**config.mk**
```make
export PLATFORM = sky130hd
export DESIGN_NAME = load_store_sequencer
export DESIGN_NICKNAME = d
export VERILOG_FILES = /design/src/rtl/load_store_sequencer.sv
export SDC_FILE = /design/constraint.sdc
export NUM_CORES = 1
export LEC_CHECK = 0
export BUFFER_PORTS_ARGS = -buffer_cell sky130_fd_sc_hd__buf_4
export CORE_AREA = 2 2 136 138
export CTS_CLUSTER_DIAMETER = 150
export CTS_CLUSTER_SIZE = 10
export DETAILED_ROUTE_END_ITERATION = 8
export DIE_AREA = 0 0 138 140
export GPL_ROUTABILITY_DRIVEN = 0
export GPL_TIMING_DRIVEN = 0
export PLACE_DENSITY = 0.7
export SETUP_SLACK_MARGIN = 0.1
export SLEW_MARGIN = 10
export SYNTH_ARGS = -nofsm -noshare
export SYNTH_HDL_FRONTEND = slang
export SYNTH_SLANG_ARGS = --single-unit
```
**constraint.sdc**
```tcl
create_clock -name clock -period 2.5 [get_ports clock]
set_input_delay 0.125 -clock clock [delete_from_list [all_inputs] [get_ports clock]]
set_output_delay 0.125 -clock clock [all_outputs]
set_load 0.01 [all_outputs]
```
**src/rtl/load_store_sequencer.sv**
```systemverilog
// Load/store sequencer: drives a byte-addressable memory port from a valid/ready request stream,
// splitting misaligned half/word accesses into byte accesses and reassembling load data.
module load_store_sequencer #(
   parameter logic [31:0] BASE_ADDRESS = 32'h0100_0000,
   parameter int          DEPTH        = 10**6
) (
   input  logic        clock,
   input  logic        reset_n,
   input  logic        req_valid,
   output logic        req_ready,
   input  logic        req_write,
   input  logic [1:0]  req_width,
   input  logic        req_signed,
   input  logic [31:0] req_addr,
   input  logic [31:0] req_wdata,
   output logic        rsp_valid,
   output logic [31:0] rsp_rdata,
   output logic        rsp_error,
   output logic [31:0] mem_address,
   output logic [31:0] mem_data_in,
   input  logic [31:0] mem_data_out,
   output logic        mem_rw,
   output logic [1:0]  mem_width,
   output logic        mem_signed
);

   typedef enum logic [1:0] {
      S_IDLE,
      S_ERR,
      S_ACCESS,
      S_SPLIT
   } state_t;

   localparam logic [32:0] LIMIT = {1'b0, BASE_ADDRESS} + 33'(DEPTH);

   state_t      state_q, state_d;
   logic [1:0]  cnt_q, cnt_d;
   logic [31:0] buf_q, buf_d;
   logic        rsp_valid_q, rsp_valid_d;
   logic [31:0] rsp_rdata_q, rsp_rdata_d;
   logic        rsp_error_q, rsp_error_d;
   logic        write_q, write_d;
   logic [1:0]  width_q, width_d;
   logic        signed_q, signed_d;
   logic [31:0] addr_q, addr_d;
   logic [31:0] wdata_q, wdata_d;

   logic [32:0] req_bytes;
   logic [32:0] req_end;
   logic        req_err;
   logic        req_misaligned;
   logic [1:0]  last_idx;
   logic [7:0]  wbyte [4];
   logic [31:0] buf_ins;
   logic [31:0] split_rdata;

   // Request decode on the live inputs; only used on the accept edge.
   always_comb begin
      case (req_width)
         2'b01:   req_bytes = 33'd1;
         2'b10:   req_bytes = 33'd2;
         2'b11:   req_bytes = 33'd4;
         default: req_bytes = 33'd0;
      endcase
   end

   assign req_end        = {1'b0, req_addr} + req_bytes;
   assign req_err        = (req_width == 2'b00) || (req_addr < BASE_ADDRESS) || (req_end > LIMIT);
   assign req_misaligned = ((req_width == 2'b10) && req_addr[0]) ||
                           ((req_width == 2'b11) && (req_addr[1:0] != 2'b00));

   assign last_idx = (width_q == 2'b10) ? 2'd1 : 2'd3;

   // Byte lanes: store byte selection and load reassembly (current byte merged in-flight).
   genvar gi;
   generate
      for (gi = 0; gi < 4; gi++) begin : g_lane
         assign wbyte[gi]             = wdata_q[8*gi +: 8];
         assign buf_ins[8*gi +: 8]    = (cnt_q == 2'(gi)) ? mem_data_out[7:0] : buf_q[8*gi +: 8];
      end
   endgenerate

   always_comb begin
      split_rdata = buf_ins;
      if (width_q == 2'b10) begin
         split_rdata = signed_q ? {{16{buf_ins[15]}}, buf_ins[15:0]} : {16'h0000, buf_ins[15:0]};
      end
   end

   always_comb begin
      state_d     = state_q;
      cnt_d       = cnt_q;
      buf_d       = buf_q;
      rsp_valid_d = 1'b0;
      rsp_rdata_d = 32'h0;
      rsp_error_d = 1'b0;
      write_d     = write_q;
      width_d     = width_q;
      signed_d    = signed_q;
      addr_d      = addr_q;
      wdata_d     = wdata_q;
      req_ready   = 1'b0;
      mem_rw      = 1'b1;
      mem_width   = 2'b11;
      mem_address = BASE_ADDRESS;
      mem_data_in = 32'h0;
      mem_signed  = 1'b0;

      case (state_q)
         S_IDLE: begin
            req_ready = 1'b1;
            if (req_valid) begin
               write_d  = req_write;
               width_d  = req_width;
               signed_d = req_signed;
               addr_d   = req_addr;
               wdata_d  = req_wdata;
               cnt_d    = 2'd0;
               buf_d    = 32'h0;
               if (req_err) begin
                  state_d = S_ERR;
               end else if (req_misaligned) begin
                  state_d = S_SPLIT;
               end else begin
                  state_d = S_ACCESS;
               end
            end
         end

         S_ERR: begin
            state_d     = S_IDLE;
            rsp_valid_d = 1'b1;
            rsp_error_d = 1'b1;
         end

         S_ACCESS: begin
            mem_rw      = ~write_q;
            mem_width   = width_q;
            mem_address = addr_q;
            mem_data_in = wdata_q;
            mem_signed  = signed_q;
            state_d     = S_IDLE;
            rsp_valid_d = 1'b1;
            rsp_rdata_d = write_q ? 32'h0 : mem_data_out;
         end

         S_SPLIT: begin
            mem_rw      = ~write_q;
            mem_width   = 2'b01;
            mem_address = addr_q + {30'h0, cnt_q};
            mem_data_in = {24'h0, wbyte[cnt_q]};
            if (!write_q) begin
               buf_d = buf_ins;
            end
            if (cnt_q == last_idx) begin
               state_d     = S_IDLE;
               rsp_valid_d = 1'b1;
               rsp_rdata_d = write_q ? 32'h0 : split_rdata;
            end else begin
               cnt_d = cnt_q + 2'd1;
            end
         end

         default: begin
            state_d = S_IDLE;
         end
      endcase
   end

   always_ff @(posedge clock) begin
      if (!reset_n) begin
         state_q     <= S_IDLE;
         cnt_q       <= 2'd0;
         buf_q       <= 32'h0;
         rsp_valid_q <= 1'b0;
         rsp_rdata_q <= 32'h0;
         rsp_error_q <= 1'b0;
         write_q     <= 1'b0;
         width_q     <= 2'b11;
         signed_q    <= 1'b0;
         addr_q      <= BASE_ADDRESS;
         wdata_q     <= 32'h0;
      end else begin
         state_q     <= state_d;
         cnt_q       <= cnt_d;
         buf_q       <= buf_d;
         rsp_valid_q <= rsp_valid_d;
         rsp_rdata_q <= rsp_rdata_d;
         rsp_error_q <= rsp_error_d;
         write_q     <= write_d;
         width_q     <= width_d;
         signed_q    <= signed_d;
         addr_q      <= addr_d;
         wdata_q     <= wdata_d;
      end
   end

   assign rsp_valid = rsp_valid_q;
   assign rsp_rdata = rsp_rdata_q;
   assign rsp_error = rsp_error_q;

endmodule

```
* After elaboration in Yosys (flattened, before gate mapping) *
Cells that the tools add are included.
Widths: inputs -> output; s select.

cells by class
  magnitude comparators = 3
  add/subtract/negate cells = 3
  muxes and demuxes = 35
  reduce and logical (&&, ||, !) cells = 16
  eq/ne operators = 15
  bitwise logic cells = 2

operators with widths
  operator              count
  $pmux 32 s2           4
  $mux 32               7
  $mux 8                6
  $add 32x33->33        1
  $gt 33x25->1 const B  1
  $add 32x2->32         1
  $lt 32x25->1 const B  1
  $bmux 8 s2            1
  $eq 2x2->1 const B    7
  $mux 2                6
  $pmux 3 s3            1
  $ne 2x2->1 const B    4
  $pmux 2 s2            2
  $eq 2x1->1 const B    3
  $logic_not 2->1       3
  $mux 1                6
  $pmux 2 s3            1
  $reduce_and 3->1      2
  $reduce_and 2->1      2
  $reduce_bool 2->1     2
  $reduce_or 2->1       2
  $ge 3x3->1 const B    1
  $logic_or 1x1->1      3
  $not 2->3             1
  5 further kinds       6

word-level totals
  input bits = 103
  register bits after elaboration = 138
  word-level logic and storage cells = 85
  output and inout port bits = 103

* Longest topological paths before layout *
Gate-level depths: netlist of the first run.

  word-level depth = 8
  depth in mapped cells = 10
  gate-level depth less buffers = 10

* Least setup slack after synthesis of the first run *
Ideal clock, no wire load.

  kind = in2reg
  start = input port req_width[0]
  end = register state_q[1]
  stages = 10
  buffers on the path = 0
  library setup time = 0.060 ns
  data required time = 2.440 ns
  arrival = 2.377 ns
  path slack = 0.064 ns
  cell sequence = nor2b_1 > ha_1 > fa_1 > a21oi_1 > or4_1 > nor4_1 > o2111a_1 > nor2_1 > a2111oi_2 > a41o_1

on the way
  longest elaborated chain between the ends = 8
  elaborated cells between the ends (all ways) = 12
  those cells by class = 1 x add/sub; 1 x order compare; 3 x eq/ne; 4 x mux; 3 x reduce/logical

RTL lines
  what                                      line  RTL
  start: declaration                        12    input logic [1:0] req_width,
  $eq 2x2->1 or $eq 2x1->1 (tied branches)  59    case (req_width)
  $pmux 3 s3                                59
  $add 32x33->33                            67    assign req_end = {1'b0, req_addr} + req_bytes;
  $gt 33x25->1                              68    assign req_err = (req_width == 2'b00) || (req_addr < BASE_ADDRESS) || (req_end > LIMIT);
  $logic_or 1x1->1 (*)                      68
  $mux 2 (*)                                120   if (req_err) begin
  $mux 2 (*)                                112   if (req_valid) begin
  $pmux 2 s3 (*)                            109   case (state_q)
  end signal: assignment                    184   state_q <= state_d;
  end: declaration                          36    state_t state_q, state_d;

Mark *: on every way between the ends. The rest lies on a longest branch, timed or not. The select of a mux whose other input is x is not followed.
A chain may end at the register's enable or synchronous reset.

* Final worst setup path of the first run *
  start = register addr_q[9]
  end = output port mem_address[31]

on the way
  longest elaborated chain between the ends = 2

RTL lines
  what                      line  RTL
  start: declaration        45    logic [31:0] addr_q, addr_d;
  start signal: assignment  193   addr_q <= addr_d;
  $add 32x2->32             150   mem_address = addr_q + {30'h0, cnt_q};
  $pmux 32 s2               109
  end: declaration          19    output logic [31:0] mem_address,

No other way between the ends.

==> results.md, run 1 <==
* Outcome: finished, violations left
* Failing checks: hold timing, setup timing
* # diodes at 0
* Power Dens Cells at 470 nW/um^2
* CTS tree: built
* Mapped cell area at 7730 sq um
* Final min period at 2980 ps
* Warnings, synthesis at 0
* Placed insts at 1,411
* Number of CTS-inserted buffers at 17
* Worst path arrival time at 2860 ps
* Worst setup margin at -484 ps
* R2R Path End: rsp_rdata[23]
* CTS sink count at 138
* Standard-cell row count at 49
* Crit path to: mem_address[31]
* Ys async rst share at 0%
* Final nets at 1,434
* Hold Violations, Final at 1
* Worst-path clk slew at 60 ps
* First-pass GRT wire length at 43,500 microns
* Final Cycle Share at 119%
* Reg2reg setup slack at 230 ps
* Fmax at 0.335 GHz
* Worst-Margin Slew at 666 ps
* Setup-failing EPs final at 14
* Initial antenna violation count at 0
* Chip height at 140 microns
* Crit path launch: addr_q[9]
* Synth cell types at 63
* Largest net degree at the start of global routing at 17
* Reg2reg path depth at 10
* Vias at 8,727
* Final non-filler cell total at 1,558
* Antenna viol nets, final at 0
* RSZ-0062 raised after global routing: yes
* Post-placement cell area at 9550 sq um
* Seq/Total Area, Yosys at 35.7%
* DP HPWL at 18,800 microns
* Vias per inst at 5.60
* Root Buffer: clkbuf_16
* Fillers at 1,487
* DRC at 0
* Final instance area at 11,800 sq um
* Setup tns final at -4220 ps
* Initial Utilization at 43.5%
* Hold_ws at -10.7 ps
* Crit-path max FO at 4
* Power, Total at 5.53 mW
* Gr usage total at 28.1%
* Critical path class: reg2out
* Vias in the first global route at 8,208
* Wire per inst at 18.3 microns
* Max Cap Violations at 0
* Worst rel slew slack at 55.2%
* Synth Instances at 978
* IO Count at 206
* Startpoint Class: register
* H-Tree Depth at 4
* Die area at 19,300 sq um
* Flops & latches, synth at 138
* Leak at 4.75 nW
* Critical Path End Type: output pin
* Slew Limit Fails at 0
* Req. time, crit path at 2380 ps
* Peak VDD IR at 504 uV
* Initial DRC Count at 732
* Mapped Avg Cell Area at 7.91 sq um
* Count of input and output buffers at 204
* Reg2Reg Launch Point: cnt_q[1]
* Worst hold path type: in2reg
* Drt first pass iters at 6
* Share of layout cells above drive strength 1 at 31.8%
* Die X at 138 microns
* Core box area at 17,800 sq um
* Synth Flop Type: dfxtp_1
* Drt total wl at 28,500 microns
* CTS max path bufs at 2
* Worst-skew pair later-pin latency at 430 ps
* Clock skew at 8.67 ps
* Pre-CTS setup slack at -568 ps
* Area Overhead vs Synth at 52.3%
* Congestion Overflow GR at 0
* Number of synthesized flops with an enable pin at 0
* Syn_nets at 1,096
-- how the worst min path moves through the flow --
stage / from / endpoint / slack (ps) / cells after the start
4_1_cts: req_addr[28] / addr_q[28] / 0.5 / 3
2_1_floorplan: req_addr[24] / addr_q[24] / 250 / 2
5_1_grt: req_addr[6] / addr_q[6] / 0.8 / 3
3_5_place_dp: mem_data_out[30] / rsp_rdata[30] / 380 / 3
6_report: mem_data_out[14] / rsp_rdata[14] / -10 / 3
3_3_place_gp: mem_data_out[20] / rsp_rdata[20] / 370 / 3
-- synth_stat cells (all sizes together), types with 10 or more instances --
cell / n / share of area [%]
ha: 13 / 2.1
nor2: 50 / 2.4
a21oi: 29 / 1.9
o21ai: 62 / 4.1
clkbuf: 63 / 3.1
mux2: 24 / 3.5
nand3: 42 / 2.7
and2: 34 / 2.8
inv: 11 / 0.53
a22oi: 24 / 2.3
dfxtp: 138 / 36
and3: 11 / 0.89
nor2b: 14 / 1.1
nand2: 219 / 11
nand4: 14 / 1.1
a21boi: 89 / 8.6
nor3: 11 / 0.71
a22o: 10 / 1.1
-- logic make-up after synthesis --
family / count (synthesis) / synth area share [%]
buffers and inverters: 83 / 4.08
XOR/XNOR: 10 / 1.13
AND/OR/NAND/NOR: 424 / 25.7
adder cells (fa/ha/maj): 15 / 2.62
AO/OA/AOI/OAI: 270 / 24.1
flip-flops: 138 / 35.7
multiplexers: 38 / 6.60
-- area by class of cell --
class / instances / area, sq um / share of cell area, %
well taps: 229 / 287 / 2.43
flip-flops and latches: 138 / 2800 / 23.8
inverters: 11 / 45.0 / 0.382
repair buffers: 321 / 2640 / 22.4
clock inverters: 15 / 143 / 1.21
plain buffers: 70 / 350 / 2.97
multi-input cells: 757 / 5090 / 43.2
clock buffers: 17 / 425 / 3.61
-- worst max-delay path, cell delays in order (launching register included) --
cell and delay [ps]:
dfxtp_2 340, nand4_1 120, or4_4 530, or4_4 530, nor4_4 270, a41oi_2 170
o21ai_2 200, o41ai_4 110, buf_4 160
-- per-layer routing --
layer  wire length, microns  vias up  part of all wire, %  track usage (%)
li1                       -     4142                    -                -
met1                  11700     4102                   41             34.7
met2                  13800      406                   48             47.7
met3                   2050       77                  7.2             5.81
met4                    932        0                  3.3             11.8
met5                      0        -                    0                0
-- layout by cell type (no fill, tap or decap), types with 8 or more instances in the layout --
| cell type | Yosys | final |
|---|---|---|
| inv_1 | 11 | 10 |
| ha_1 | 13 | 8 |
| nand2_1 | 218 | 215 |
| buf_4 | 0 | 235 |
| a22oi_1 | 24 | 24 |
| nand3_1 | 42 | 35 |
| and2_1 | 34 | 34 |
| dfxtp_2 | 0 | 11 |
| a21boi_0 | 89 | 89 |
| dfxtp_1 | 138 | 121 |
| clkbuf_1 | 63 | 36 |
| nand4_1 | 14 | 14 |
| a22o_1 | 10 | 10 |
| clkbuf_16 | 0 | 17 |
| o21ai_0 | 59 | 32 |
| o21ai_1 | 2 | 24 |
| nor2b_1 | 14 | 12 |
| mux4_2 | 8 | 8 |
| dlygate4sd3_1 | 0 | 85 |
| clkbuf_2 | 0 | 14 |
| and3_1 | 11 | 9 |
| mux2_2 | 24 | 24 |
| nor2_1 | 50 | 44 |
| a21oi_1 | 29 | 27 |
-- registers in the layout, indices dropped and copies added, names as in the netlist --
name,count
width_q,2
wdata_q,32
buf_q,32
addr_q,32
rsp_rdata,32
write_q,1
rsp_error,1
state_q,2
rsp_valid,1
signed_q,1
cnt_q,2
-- power by group --
group | total, mW | internal (mW) | switching [mW]
Combinational | 0.714 | 0.354 | 0.361
Sequential | 2.34 | 2.27 | 0.0760
Clock | 2.48 | 1.38 | 1.09
-- through the flow --
step	util [%]	hold slack (ps)
2_1_floorplan	-	249
3_3_place_gp	53.7	374
3_5_place_dp	53.7	380
4_1_cts	64.2	0.529
5_1_grt	66.2	0.775
6_report	66.2	-10.7
-- timing repair --
| action | CTS | global route |
|---|---|---|
| setup buffers | 23 | 11 |
| pin swaps | 12 | 19 |
| resized for setup | 103 | 91 |
| hold endpoints to repair | 85 | 0 |
| hold buffers | 85 | 0 |
| endpoints found under the setup margin | 116 | 109 |
| cloned | 0 | 0 |
(Power assumes the default switching activity.)
==> run 2, diff against run 1 <==
--- a/config.mk
+++ b/config.mk
@@ -6,13 +6,14 @@
 export NUM_CORES = 1
 export LEC_CHECK = 0
 export BUFFER_PORTS_ARGS = -buffer_cell sky130_fd_sc_hd__buf_4
-export CORE_AREA = 2 2 136 138
+export CORE_AREA = 2 2 116 162
 export CTS_CLUSTER_DIAMETER = 150
 export CTS_CLUSTER_SIZE = 10
 export DETAILED_ROUTE_END_ITERATION = 8
-export DIE_AREA = 0 0 138 140
+export DIE_AREA = 0 0 118 164
 export GPL_ROUTABILITY_DRIVEN = 0
 export GPL_TIMING_DRIVEN = 0
+export HOLD_SLACK_MARGIN = 0.06
 export PLACE_DENSITY = 0.7
 export SETUP_SLACK_MARGIN = 0.1
 export SLEW_MARGIN = 10
==> run 2 against run 1 <==
The run ends with setup timing left; utilization about the same; clock skew down 1.2 ps; count of clock-buffer cells in the layout up 1; global-route usage up 1.0 points; largest power group unchanged; die area up 0.17%; non-clock buffer count up 16; via count up 0.41%; critical path type unchanged.
==> results.md, run 2 (synthesized netlist as in run 1, its figures left out) <==
* Final nets at 1,450 (+1.1%)
* Int Power at 4.14 mW (+3.5%)
* Core box area at 17,900 sq um (+0.82%)
* RSZ-0062 raised after global routing: yes
* Vias in the first global route at 8,672 (+5.7%)
* Leak at 4.79 nW (+0.75%)
* Logic pwr share at 12.7% (-0.2 points)
* Worst-skew pair later-pin latency at 420 ps (about the same)
* CTS tree: built
* Hold Violations, Final at 0 (-1)
* # diodes at 0 (unchanged)
* Largest net degree at the start of global routing at 17 (unchanged)
* First-pass GRT wire length at 44,600 microns (+2.4%)
* Net load switching power at 1.49 mW (-2.3%)
* Count of input and output buffers at 204 (unchanged)
* Worst hold path type: in2reg
* Congestion Overflow GR at 0 (unchanged)
* Area Overhead vs Synth at 53.6%
* Vias at 8,763 (+0.41%)
* Fmax at 0.345 GHz (+2.9%)
* Standard-cell row count at 58 (+18%)
* Post-placement cell area at 9570 sq um (+0.14%)
* Initial Utilization at 43.1% (-0.35 points)
* Sw Ratio at 26.5% (-1.1 points)
* Antenna viol nets, final at 0 (unchanged)
* Clock skew at 7.43 ps (-1.24 ps)
* Final Cycle Share at 116% (-3.4 points)
* Worst path arrival time at 2780 ps (-80 ps)
* Commonest non-fill, non-tap cells in the layout: buf_4, nand2_1, dfxtp_1
* Setup-failing EPs final at 15 (+1)
* Outcome: finished, violations left
* Die area at 19,400 sq um (+0.17%)
* GR Util met3 at 5.94% (+0.13 points)
* Busiest metal layer after global routing: met2
* GRT met1 Usage at 30.8% (-3.9 points)
* Initial DRC Count at 514 (-30%)
* Wire per inst at 18.0 microns (-1.6%)
* Critical Path End Type: output pin
* Final instance area at 11,900 sq um (+0.83%)
* Failing checks: setup timing
* Drt first pass iters at 5 (-1)
* IO Count at 206 (unchanged)
* Final min period at 2900 ps (-84.1 ps)
* DP HPWL at 19,600 microns (+4.6%)
* CTS max path bufs at 2 (unchanged)
* Initial antenna violation count at 0 (unchanged)
* CTS sink count at 138 (unchanged)
* Worst setup margin at -400 ps (+84.1 ps)
* Number of CTS-inserted buffers at 17 (unchanged)
* DRC at 0 (unchanged)
* Power share of the clock group at 45.7% (+1.0 points)
* Crit-path max FO at 4 (unchanged)
* Startpoint Class: register
* GR Util met2 at 54.3% (+6.6 points)
* Share of layout cells above drive strength 1 at 30.6% (-1.1 points)
* Critical path class: reg2out
* Commonest non-fill, non-tap cell in the layout: buf_4
* Req. time, crit path at 2380 ps (about the same)
* Power, Total at 5.64 mW (+1.9%)
* Gr usage total at 29.1% (+1.0 points)
* Fillers at 1,477 (-0.67%)
* Slew Limit Fails at 0 (unchanged)
* Sequential share of power at 41.5% (-0.8 points)
* Worst-Margin Slew at 695 ps (+28.6 ps)
* Peak VDD IR at 476 uV (-5.6%)
* Die X at 118 microns (-14%)
* Vias per inst at 5.53 (-1.3%)
* Worst-path clk slew at 60 ps (about the same)
* Power Dens Cells at 475 nW/um^2 (+1.0%)
* Root Buffer: clkbuf_16
* Hold_ws at 152 ps (+163 ps)
* Chip height at 164 microns (+17%)
* Max Cap Violations at 0 (unchanged)
* Drt total wl at 28,500 microns (+0.12%)
* H-Tree Depth at 4 (unchanged)
* Worst rel slew slack at 53.2% (-1.9 points)
* Setup tns final at -2820 ps (+1400 ps)
-- run 2: cell types whose count changed in the layout (fill, tap and decap cells not counted), sizes merged --
cell         previous run  this run
clkbuf                 70        74
bufinv                  1         2
buf                   253       251
inv                    15        17
clkinvlp                6         2
dlygate4sd3            85       100
-- run 2: layout make-up --
| class | count | area [sq um] | share of cell area, % |
|---|---|---|---|
| Clock buffer | 18 | 439 | 3.70 |
| Inverter | 11 | 41.3 | 0.348 |
| Sequential cell | 138 | 2800 | 23.5 |
| Tap cell | 240 | 300 | 2.53 |
| Clock inverter | 14 | 159 | 1.34 |
| Buffer | 71 | 352 | 2.96 |
| Multi-Input combinational cell | 757 | 4990 | 42.0 |
| Timing Repair Buffer | 336 | 2800 | 23.6 |
-- run 2: timing repair --
action                                 CTS  global route
endpoints found under the hold margin  106             0
cloned                                   0             0
setup endpoints to repair              122           111
hold buffers                           100             0
resized for setup                       94            92
pin swaps                               11            30
setup buffers                           19            15
-- run 2: final timing paths --
path / from / end / slack [ps] / cells after the start
max: addr_q[11] / mem_address[23] / -400 / 9
min: req_width[1] / state_q[0] / 150 / 3
max reg2reg: cnt_q[1] / rsp_rdata[30] / 260 / 10
min reg2reg: buf_q[10] / buf_q[10] / 460 / 2
-- run 2: per-layer routing --
| layer | wire [microns] | up-vias |
|---|---|---|
| met5 | 0 | - |
| met4 | 1140 | 0 |
| met3 | 1870 | 86 |
| met2 | 14800 | 362 |
| met1 | 10700 | 4133 |
| li1 | - | 4182 |
-- run 2: worst max-delay path, stage by stage, from the launching register on --
cell	delay (ps)
dfxtp_2	330
buf_8	100
nand3_4	60
or3_4	430
or4_4	550
or3_4	410
a21o_1	170
nand2_2	70
o31ai_2	70
buf_4	160
-- run 2: metrics by stage --
step / cells / util, % / setup WS [ps]
6_report: 1585 / 66.3 / -400
4_1_cts: 1573 / 64.6 / -408
3_5_place_dp: 1422 / 53.4 / -713
2_1_floorplan: 978 / - / 106
3_3_place_gp: 1422 / 53.4 / -752
5_1_grt: 1585 / 66.3 / -478
-- run 2: power groups by stage --
stage | Combinational (mW) | Sequential [mW] | Clock [mW]
2_1_floorplan | 0.274 | 2.36 | 0
3_5_place_dp | 0.539 | 2.38 | 0
5_1_grt | 0.777 | 2.35 | 2.70
4_1_cts | 0.691 | 2.33 | 2.60
3_3_place_gp | 0.533 | 2.38 | 0
6_report | 0.719 | 2.34 | 2.58
